### src/rtl/bcd_pkg.sv
// Shared types and constants for the sequential binary-to-BCD converter.
package bcd_pkg;

    typedef logic [3:0] bcd_digit_t;

    typedef enum logic [1:0] {
        IDLE,
        SHIFT,
        FINISH
    } conv_state_t;

    localparam bcd_digit_t BCD_ADJ_THRESH = 4'd5;
    localparam bcd_digit_t BCD_ADJ_ADD    = 4'd3;

endpackage

### src/rtl/bcd_digit_adj.sv
// Double-dabble digit correction: a digit of 5 or more gets 3 added before the shift.
module bcd_digit_adj
    import bcd_pkg::*;
(
    input  bcd_digit_t digit,
    output bcd_digit_t adjusted
);

    always_comb begin
        adjusted = digit;
        if (digit >= BCD_ADJ_THRESH) begin
            adjusted = digit + BCD_ADJ_ADD;
        end
    end

endmodule

### src/rtl/bin2bcd_seq.sv
// Sequential signed binary to packed-BCD converter (shift-and-add-3), start/done handshake.
module bin2bcd_seq
    import bcd_pkg::*;
#(
    parameter int WIDTH  = 8,
    parameter int NDIG   = 3,
    parameter bit SIGNED = 1'b1
) (
    input  logic              clk,
    input  logic              reset,
    input  logic              start,
    input  logic [WIDTH-1:0]  bin,
    output logic              busy,
    output logic              done,
    output logic [4*NDIG-1:0] bcd,
    output logic              neg,
    output logic              tens_nz
);

    localparam int BW = 4 * NDIG;
    localparam int CW = $clog2(WIDTH + 1);

    if (!((64'd10 ** NDIG) > (64'd1 << WIDTH))) begin : g_bad_ndig
        $error("bin2bcd_seq: NDIG too small for WIDTH (need 10**NDIG > 2**WIDTH)");
    end

    conv_state_t         state, state_nxt;
    logic [BW+WIDTH-1:0] sr;
    logic [BW+WIDTH-1:0] sr_shift;
    logic [BW-1:0]       bcd_adj;
    logic [CW-1:0]       cnt;
    logic                sign_r;
    logic                bin_neg;
    logic [WIDTH:0]      bin_ext;
    logic [WIDTH:0]      mag;

    // One extra bit so the most negative input negates to its true magnitude.
    always_comb begin
        bin_neg = SIGNED && bin[WIDTH-1];
        bin_ext = {bin_neg, bin};
        mag     = bin_neg ? ((~bin_ext) + {{WIDTH{1'b0}}, 1'b1}) : bin_ext;
    end

    for (genvar g = 0; g < NDIG; g++) begin : g_adj
        bcd_digit_adj u_adj (
            .digit    (sr[WIDTH+4*g +: 4]),
            .adjusted (bcd_adj[4*g +: 4])
        );
    end

    always_comb begin
        sr_shift = {bcd_adj, sr[WIDTH-1:0]} << 1;
    end

    always_ff @(posedge clk or posedge reset) begin
        if (reset) begin
            state <= IDLE;
        end else begin
            state <= state_nxt;
        end
    end

    always_comb begin
        state_nxt = state;
        case (state)
            IDLE:    if (start) state_nxt = SHIFT;
            SHIFT:   if (cnt == CW'(WIDTH - 1)) state_nxt = FINISH;
            FINISH:  state_nxt = IDLE;
            default: state_nxt = IDLE;
        endcase
    end

    always_comb begin
        busy = (state != IDLE);
    end

    always_ff @(posedge clk or posedge reset) begin
        if (reset) begin
            sr      <= '0;
            cnt     <= '0;
            sign_r  <= 1'b0;
            bcd     <= '0;
            neg     <= 1'b0;
            tens_nz <= 1'b0;
            done    <= 1'b0;
        end else begin
            done <= 1'b0;
            case (state)
                IDLE: begin
                    if (start) begin
                        // mag's MSB is always zero, so the load fills exactly BW+WIDTH bits.
                        sr     <= {{(BW-1){1'b0}}, mag};
                        sign_r <= bin_neg;
                        cnt    <= '0;
                    end
                end
                SHIFT: begin
                    sr  <= sr_shift;
                    cnt <= cnt + CW'(1);
                end
                FINISH: begin
                    bcd     <= sr[BW+WIDTH-1:WIDTH];
                    neg     <= sign_r;
                    tens_nz <= |sr[BW+WIDTH-1:WIDTH+4];
                    done    <= 1'b1;
                end
                default: ;
            endcase
        end
    end

endmodule
### config.mk
export PLATFORM = sky130hd
export DESIGN_NAME = bin2bcd_seq
export DESIGN_NICKNAME = d
export VERILOG_FILES = /design/src/rtl/bcd_pkg.sv /design/src/rtl/bcd_digit_adj.sv /design/src/rtl/bin2bcd_seq.sv
export SDC_FILE = /design/constraint.sdc
export NUM_CORES = 1
export LEC_CHECK = 0
export ABC_AREA = 1
export ABC_CLOCK_PERIOD_IN_PS = 1500
export CORE_MARGIN = 3
export CORE_UTILIZATION = 55
export CTS_CLUSTER_DIAMETER = 40
export DETAILED_ROUTE_END_ITERATION = 10
export PLACE_DENSITY = 0.8
export RECOVER_POWER = 50
export SLEW_MARGIN = 20
export SYNTH_ARGS = -nofsm -noshare
export SYNTH_HDL_FRONTEND = slang
export SYNTH_SLANG_ARGS = --single-unit
### constraint.sdc
create_clock -name clk -period 1.5 [get_ports clk]
set_clock_uncertainty 0.05 [all_clocks]
set_input_delay 0.225 -clock clk [delete_from_list [all_inputs] [get_ports clk]]
set_output_delay 0.225 -clock clk [all_outputs]
set_load 0.01 [all_outputs]
==> results.json <==
{
  "max_slew_margin_pct": 33.82,
  "endpoint_kind": "output pin",
  "n_antenna_cell": 0,
  "antenna_found_initial": 0,
  "timing.fmax_ghz": 0.6866,
  "hold_viol_final": 0,
  "async_flop_share_pct": 100.0,
  "clock-sinks": 42,
  "period_share_pct": 97.09,
  "power_density_mw_per_mm2": 1862,
  "cp_slowest_cell": "clkdlybuf4s50_1",
  "cts_root_buffer": "clkbuf_8",
  "cts_hold_buf": 0,
  "netlist_instances": 245,
  "crit_buf_inv": 1,
  "cp.required_ps": 1220,
  "fin_hold_ws_ps": 432.5,
  "initial_utilization_pct": 57.87,
  "grt_pass1_wl_um": 6589,
  "htree_levels": 2,
  "synth-edff-count": 0,
  "arrival_ps": 1180,
  "drive_above_1_share_pct": 14.48,
  "finalSetupViolCount": 0,
  "ys.flop_type": "dfrtp_1",
  "min_from": "bcd[4]",
  "die_h_um": 68.30,
  "peakVddDrop_uv": 795.9,
  "design_area_mm2": 0.002623,
  "start_kind": "flop",
  "rrSetupSlack_ps": 90,
  "drtPass1Iterations": 4,
  "ant_nets": 0,
  "max_slew.worst_pin.slew_ps": 992.7,
  "rows": 22,
  "hold_path_depth": 2,
  "ys_types": 29,
  "rr_startpoint": "sr[12]",
  "cts_tree": "done",
  "period_needed_ps": 1456,
  "reg2reg_depth": 8,
  "syn-num-nets": 266,
  "syn2layout_area_growth_pct": 22.86,
  "cap_violations": 0,
  "overflow": 0,
  "criticalPathCategory": "flop to output pin",
  "io_pins": 27,
  "vias": 1757,
  "drc": 0,
  "place_area_mm2": 0.002499,
  "min_to": "bcd[4]",
  "vias_per_cell": 5.198,
  "finalPower_uw": 4883,
  "wl_per_cell_um": 11.71,
  "finalMaxSlewViolations": 0,
  "place_hpwl_um": 2828,
  "grtUsageTotal_pct": 18.87,
  "cts_buffer_depth": 2,
  "syn-cell-area_mm2": 0.002135,
  "cpLargestDelayFamily": "buffers and inverters",
  "status": "finished clean",
  "finalWirelength_um": 3958,
  "path_cells": "clkdlybuf4s50_1",
  "cp_max_fo": 2,
  "port_buffers": 26,
  "numCtsBuffers": 5,
  "grt_start_max_net_pins": 43,
  "synth-seq-area-share_pct": 49.24,
  "die_area_mm2": 0.004664,
  "ys_warn_count": 0,
  "grt_pass1_vias": 1602,
  "worstSkewPairLatency_ps": 280,
  "coreArea_mm2": 0.003689,
  "critPathMaxStageDelay_ps": 540,
  "synth-seq-cells": 42,
  "drtIter0Drc": 92,
  "hold_path.class": "flop to flop",
  "gp_congestion": 0.7731,
  "rr_endpoint": "sr[16]",
  "synth.avg_cell_area_um2": 8.712,
  "die_x_um": 68.30,
  "clk_pin_slew_ps": 70,
  "p_leak_uw": 0.001283,
  "nets": 311
}
[registers in the layout, indices dropped and copies added, names as in the netlist]
| signal | count |
|---|---|
| sr | 20 |
| sign_r | 1 |
| state | 2 |
| cnt | 4 |
| bcd | 12 |
| tens_nz | 1 |
| done | 1 |
| neg | 1 |
[synthesized netlist by cell type (all sizes together), types with 2 or more instances]
library cell	n	area (µm²)
buf	6	51.30
a21oi	4	20.02
ha	10	125.1
o21bai	2	18.77
inv	30	112.6
dfrtp	42	1051
o21ai	38	220.2
nor2	17	78.82
a22oi	5	37.54
nand2	62	240.2
xor2	2	17.52
nand3	20	105.1
o22ai	2	18.77
[per-stage QoR]
step / setup slack [ps] / util, % / TNS [ps] / cells
CTS: 36.29 / 71.23 / 0 / 338
detailed placement: -226.1 / 67.74 / -1399 / 324
global placement: -156.8 / 67.74 / -936.8 / 324
floorplan: 124.1 / - / 0 / 245
finish: 43.61 / 71.10 / 0 / 338
global route: -4.508 / 71.10 / -4.508 / 338
[kinds of logic after synthesis]
group                    after synthesis  synth area share [%]
AND/OR/NAND/NOR                      100                 20.16
AO/OA/AOI/OAI                         54                 15.83
flip-flops                            42                 49.24
buffers and inverters                 36                 7.679
adder cells (fa/ha/maj)               10                 5.862
XOR/XNOR                               3                 1.231
[repair_timing]
item | 4_1_cts | 5_1_grt
setup endpoints to repair | 5 | 6
pin swaps | 1 | 0
buffers inserted | 7 | 0
gates cloned | 0 | 0
resized for setup | 2 | 7
[layout by cell type (no fill, tap or decap), types with 2 or more instances in the layout]
cell | synthesis | routed
nand2_1 | 61 | 61
a22oi_1 | 5 | 5
buf_4 | 1 | 16
o21ai_0 | 24 | 24
o21ai_1 | 8 | 8
clkbuf_8 | 0 | 5
dfrtp_1 | 42 | 40
dfrtp_2 | 0 | 2
xor2_1 | 2 | 2
inv_1 | 27 | 27
ha_1 | 10 | 9
nand3_1 | 19 | 18
clkbuf_1 | 0 | 3
o21ai_2 | 5 | 5
nand3_2 | 1 | 2
nor2_4 | 2 | 2
a21oi_1 | 4 | 4
clkdlybuf4s50_1 | 0 | 25
inv_2 | 3 | 2
nor2_1 | 15 | 14
[report_power, final]
| part | internal (µW) | total [µW] | switching, µW |
|---|---|---|---|
| Clock | 320 | 654 | 334 |
| Combinational | 1060 | 2340 | 1280 |
| Sequential | 1570 | 1890 | 311 |
[layout make-up]
cell class                      count  area (µm²)
Clock buffer                        7       76.32
Fill cell                         289        1066
Inverter                           30       115.1
Multi-Input combinational cell    167       929.6
Sequential cell                    42        1054
Tap cell                           48       60.06
Timing Repair Buffer               44       387.9
[how the worst max path moves through the flow]
stage	startpoint	end	slack [ps]	depth (start not counted)
finish	bcd[6]	bcd[6]	40	1
floorplan	sr[12]	sr[16]	120	7
CTS	bcd[6]	bcd[6]	40	1
detailed placement	start	sr[11]	-230	4
global placement	start	sr[19]	-160	4
global route	reset	sr[12]	-5	3
[routing by layer]
metal  wire [µm]  vias up  share of wire [%]  GRT usage, %
li1            -      894                  -             -
met3         141        6                3.6         3.941
met4          48        0                1.2         5.955
met5           0        -                  0             0
met1        1779      829                 45         21.18
met2        1987       28                 50         35.26
No activity file was read; power rests on OpenSTA's default activity.
